File: config.mk
export PLATFORM = sky130hd
export DESIGN_NAME = dsp_mult_issue_collect
export DESIGN_NICKNAME = d
export VERILOG_FILES = /design/src/rtl/dsp_mult_issue_collect.sv
export SDC_FILE = /design/constraint.sdc
export NUM_CORES = 1
export LEC_CHECK = 0
export CELL_PAD_IN_SITES_DETAIL_PLACEMENT = 0
export CELL_PAD_IN_SITES_GLOBAL_PLACEMENT = 2
export CORE_MARGIN = 1.5
export CORE_UTILIZATION = 38
export DETAILED_ROUTE_END_ITERATION = 8
export GPL_TIMING_DRIVEN = 0
export HOLD_SLACK_MARGIN = 0.08
export PLACE_DENSITY = 0.89
export SLEW_MARGIN = 30
export SYNTH_ARGS = -nofsm -noshare
export SYNTH_HDL_FRONTEND = slang
export SYNTH_SLANG_ARGS = --single-unit
export TNS_END_PERCENT = 5
File: constraint.sdc
create_clock -name clk -period 6 [get_ports clk]
set_input_delay 1.2 -clock clk [delete_from_list [all_inputs] [get_ports clk]]
set_output_delay 1.2 -clock clk [all_outputs]
set_load 0.005 [all_outputs]
File: src/rtl/dsp_mult_issue_collect.sv
// dsp_mult_issue_collect: issue side and collect side for a DSP38 multiplier
// that has registered inputs and registered outputs. Operand pairs go straight
// to the DSP. A valid shift pipeline tags the fired cycles. Tagged products are
// captured into a small result FIFO. Credits bound the number of products in
// flight plus buffered to FIFO_DEPTH, so a stalled consumer can never cause a
// product to be dropped.
`timescale 1ns/1ps

module dsp_mult_issue_collect #(
  parameter int DSP_LATENCY = 2,
  parameter int FIFO_DEPTH  = 4
) (
  input  logic        clk,
  input  logic        lreset,
  input  logic        s_valid,
  output logic        s_ready,
  input  logic [19:0] s_a,
  input  logic [17:0] s_b,
  input  logic        s_unsigned_a,
  input  logic        s_unsigned_b,
  output logic [19:0] dsp_a,
  output logic [17:0] dsp_b,
  output logic        dsp_unsigned_a,
  output logic        dsp_unsigned_b,
  output logic [2:0]  dsp_feedback,
  output logic        dsp_reset,
  input  logic [37:0] dsp_z,
  output logic        m_valid,
  input  logic        m_ready,
  output logic [37:0] m_z,
  output logic        busy
);

  localparam int PTR_W = $clog2(FIFO_DEPTH);
  localparam int CNT_W = PTR_W + 1;
  localparam logic [CNT_W-1:0] DEPTH_C = CNT_W'(FIFO_DEPTH);

  logic [DSP_LATENCY-1:0] vpipe_q, vpipe_d;
  logic [CNT_W-1:0]       credits_q, credits_d;
  logic [CNT_W-1:0]       count_q, count_d;
  logic [PTR_W-1:0]       wr_ptr_q, wr_ptr_d;
  logic [PTR_W-1:0]       rd_ptr_q, rd_ptr_d;
  logic [37:0]            mem_q [FIFO_DEPTH];
  logic [37:0]            mem_d [FIFO_DEPTH];
  logic                   dsp_reset_q, dsp_reset_d;

  logic s_fire;
  logic m_fire;
  logic wr_en;

  // The DSP input register samples these every edge, so they are plain wires.
  // The feedback selector is tied off.
  assign dsp_a          = s_a;
  assign dsp_b          = s_b;
  assign dsp_unsigned_a = s_unsigned_a;
  assign dsp_unsigned_b = s_unsigned_b;
  assign dsp_feedback   = 3'b000;
  assign dsp_reset      = dsp_reset_q;

  // s_ready depends only on registered state, so m_ready never reaches it combinationally.
  assign s_ready = (credits_q != '0) & ~dsp_reset_q;
  assign s_fire  = s_valid & s_ready;
  assign m_valid = (count_q != '0);
  assign m_fire  = m_valid & m_ready;
  assign m_z     = mem_q[rd_ptr_q];
  assign busy    = (credits_q != DEPTH_C);
  assign wr_en   = vpipe_q[DSP_LATENCY-1];

  // Shift the fire tag so that it lines up with the DSP's valid Z.
  always_comb begin
    vpipe_d    = '0;
    vpipe_d[0] = s_fire;
    for (int i = 1; i < DSP_LATENCY; i++) begin
      vpipe_d[i] = vpipe_q[i-1];
    end
  end

  // A fire consumes a credit and an accepted result returns one.
  always_comb begin
    credits_d = credits_q;
    case ({s_fire, m_fire})
      2'b10:   credits_d = credits_q - CNT_W'(1);
      2'b01:   credits_d = credits_q + CNT_W'(1);
      default: credits_d = credits_q;
    endcase
  end

  // Result FIFO bookkeeping. Credits guarantee there is always room for a write.
  always_comb begin
    mem_d    = mem_q;
    wr_ptr_d = wr_ptr_q;
    rd_ptr_d = rd_ptr_q;
    count_d  = count_q;
    if (wr_en) begin
      mem_d[wr_ptr_q] = dsp_z;
      wr_ptr_d        = wr_ptr_q + PTR_W'(1);
    end
    if (m_fire) begin
      rd_ptr_d = rd_ptr_q + PTR_W'(1);
    end
    case ({wr_en, m_fire})
      2'b10:   count_d = count_q + CNT_W'(1);
      2'b01:   count_d = count_q - CNT_W'(1);
      default: count_d = count_q;
    endcase
  end

  // dsp_reset is held high through reset and drops on the first edge after release.
  always_comb begin
    dsp_reset_d = 1'b0;
  end

  // State registers. Reset discards everything in flight or buffered.
  always_ff @(posedge clk or negedge lreset) begin
    if (!lreset) begin
      vpipe_q     <= '0;
      credits_q   <= DEPTH_C;
      count_q     <= '0;
      wr_ptr_q    <= '0;
      rd_ptr_q    <= '0;
      dsp_reset_q <= 1'b1;
      for (int i = 0; i < FIFO_DEPTH; i++) begin
        mem_q[i] <= '0;
      end
    end else begin
      vpipe_q     <= vpipe_d;
      credits_q   <= credits_d;
      count_q     <= count_d;
      wr_ptr_q    <= wr_ptr_d;
      rd_ptr_q    <= rd_ptr_d;
      dsp_reset_q <= dsp_reset_d;
      for (int i = 0; i < FIFO_DEPTH; i++) begin
        mem_q[i] <= mem_d[i];
      end
    end
  end

endmodule

==> results by group <==
Run status
  • Status: finished, final reports clean

Synth
  • Sequential share of the synthesized area: 52.3%
  • Synth unique cells: 24
  • Syn avg cell area: 16.9 um^2
  • Fraction of registers with async set/reset: 100%
  • Syn Inst Count: 468
  • Syn Std Cell Area: 0.00791 mm^2
  • Synth top cells by count: dfrtp_1 (163), mux2_4 (80), mux2_2 (73), buf_4 (43), mux4_2 (38)
  • Synth area leaders: dfrtp_1 (52%), mux2_4 (15%), mux4_2 (11%), mux2_2 (10%), buf_4 (4.1%)
  • Top-count cell post-synth: dfrtp_1
  • Post-synth EDFFs: 0
  • Post-synth top area cell: dfrtp_1
  • Primary FF master, synth: dfrtp_1
  • Yosys reg bits: 165
  • Yosys warnings: 0
  • Post-synth top area share: 51.6%

Power
  • Peak supply drop: 0.221 mV
  • Pleak: 4.58 nW
  • Clk network pwr share: 20.4%
  • Power density cells: 546 mW/mm^2
  • Comb power frac: 43.6%
  • Switch share: 27.8%
  • P_sw: 1.54 mW
  • Sequential group share of total power: 36.0%
  • Internal power: 4.00 mW

Global route
  • Vias in the first global route: 4882
  • GR peak layer: met2
  • Antenna violations before repair: 0
  • Met2 Use GR: 27.9%
  • Total grt overflow: 0
  • Pin count of the biggest net entering global routing: 86
  • All-layer global routing usage: 16.1%
  • M1 GR Usage: 19.7%
  • Met3 track demand over resource: 4.60%
  • First-pass GRT wire length: 26800 um

Final layout
  • Fin nets: 704
  • Multi-input gate area: 0.00320 mm^2
  • Ant. Diodes: 0
  • Register area: 0.00413 mm^2
  • Fin util: 49.9%
  • Layout cells sized above 1: 47.5%
  • Fill cells: 1694
  • P&R area growth vs syn: 28.2%

STA
  • Slew margin rel.: 46.7%
  • Final hold viol count: 0
  • Final Cycle Share: 58.1%
  • Min setup slack post-route: 2510 ps
  • Final setup vio count: 0
  • Hold slack: 356 ps
  • Tmin final: 3490 ps
  • FMAX: 0.287 GHz
  • RSZ-0062 raised after global routing: false
  • Worst Max-Slew Pin Slew: 799 ps
  • Fin Clk Skew: 12.2 ps
  • Final Max Slew Viols: 0

Floorplanning
  • Core ar.: 0.0203 mm^2
  • Die Width: 147 um
  • Die Ht: 147 um
  • Cell Rows: 52
  • Top-Level Pins: 167
  • Die area: 0.0217 mm^2
  • Starting Density: 38.9%

Detailed routing
  • DRC: 0
  • Detailed-route wire length: 16400 um
  • Via Count: 4339
  • Pre-Repair DR Iteration Count: 4
  • Vias per Instance: 4.84
  • Post-DRT Antenna Nets: 0
  • Drt wl/cell: 18.3 um
  • Initial DRC count: 98

CTS
  • Root Driver: clkbuf_16
  • Clk slew on worst S/H paths: 70 ps
  • Clk_lat worst skew: 420 ps
  • CTS tree: built
  • CTS Buf Count: 17
  • Clock sinks: 165
  • Post-CTS sizing: 0
  • Hold-fix buffers, CTS: 0
  • Post-CTS setup repair buffer count: 0
  • Maximum root-to-sink buffer count: 2
  • CTS H-Tree Depth: 4

Worst setup path
  • Critical setup path kind: reg -> out
  • Worst EP required: 4800 ps
  • Crit end category: output port
  • Slowest cell on crit path: clkbuf_1
  • Reg2reg path depth: 6
  • Critical path data arrival time: 2290 ps
  • CP max stage delay: 610 ps
  • Critical path startpoint category: flop
  • Critical Path Fanout Max: 10
  • CP Cell Sequence: clkbuf_1 > mux4_2 > clkdlybuf4s50_1

Place
  • Port bufs: 123
  • Placed wire-length estimate: 11400 um
  • Pre-CTS setup slack: 2880 ps
  • RD Place Congestion: 0.720

Worst hold path
  • WHS Path Cells: 0
  • Worst hold path type: reg -> reg

Job
  • Max Cap Violations: 0
final timing paths:
kind	to	slack [ps]	from
max	m_z[13]	2510	rd_ptr_q[1]$_DFFE_PN0P_
min	vpipe_q[1]$_DFF_PN0_	360	vpipe_q[0]$_DFF_PN0_
max reg2reg	credits_q[1]$_DFFE_PN0P_	3860	count_q[1]$_DFFE_PN0P_
min reg2reg	vpipe_q[1]$_DFF_PN0_	360	vpipe_q[0]$_DFF_PN0_
max in group asynchronous	mem_q[144]$_DFFE_PN0P_	4410	lreset
min in group asynchronous	mem_q[129]$_DFFE_PN0P_	760	lreset
routing by layer:
metal | share of wire, % | routed length [um]
met5 | 0 | 0
met4 | 0.83 | 136
met2 | 52 | 8610
met1 | 41 | 6740
met3 | 5.6 | 913
cell usage in the layout, fill, tap and decap left out, drive strengths merged:
cell	count
and2	2
buf	69
bufinv	3
clkbuf	19
clkdlybuf4s50	122
clkinv	5
conb	4
dfrtp	163
dfstp	2
fa	2
ha	6
inv	14
mux2	153
mux2i	1
mux4	38
nand2	7
nand3	1
nor2	4
nor3	1
o21ai	1
or3	1
xnor2	3
xor2	6
power groups by stage:
stage	sequential (mW)	clock, mW	combinational [mW]
after CTS	1.99	1.16	2.47
after global placement	1.95	0	2.40
final	1.99	1.13	2.42
after floorplan	1.89	0	1.57
after global routing	2.06	1.23	2.59
after detailed placement	2.01	0	2.46
final cells by class:
cell class	count	area share [%]
Tap cell	270	3.33
Inverter	7	0.259
Clock buffer	17	4.20
Clock inverter	15	1.88
Sequential cell	165	40.8
Timing Repair Buffer	124	12.5
Multi-Input combinational cell	230	31.6
Buffer	69	5.49
per-stage QoR:
step	total power, mW	area, um^2	TNS (ps)	std cells
after detailed placement	4.46	9520	0	865
after global routing	5.87	10100	0	897
after CTS	5.63	10100	0	897
after global placement	4.34	9490	-402390	864
final	5.54	10100	0	897
after floorplan	3.46	7920	0	471
flip-flops by register name, indices dropped and copies added (netlist names):
register and cells:
vpipe_q 2, rd_ptr_q 2, credits_q 3, count_q 3, dsp_reset 1, mem_q 152, wr_ptr_q 2
logic make-up (layout without fill, tap and decap cells):
| family | count (synthesis) | after routing | synth area share [%] |
|---|---|---|---|
| xor+xnor | 9 | 9 | 0.997 |
| other cells | 1 | 4 | 0.0474 |
| fa+ha+maj | 8 | 8 | 1.46 |
| buf+inv | 76 | 232 | 7.37 |
| compound gates | 1 | 1 | 0.0632 |
| mux | 192 | 192 | 36.5 |
| flops | 165 | 165 | 52.3 |
| simple gates | 16 | 16 | 1.27 |
worst max-delay path: cells and delay by family, from the launching register on:
family | cells | cell delay [ps]
multiplexers | 1 | 430
buffers and inverters | 2 | 1080
flip-flops | 1 | 350
Note: power is estimated with default switching activity, not from simulation.
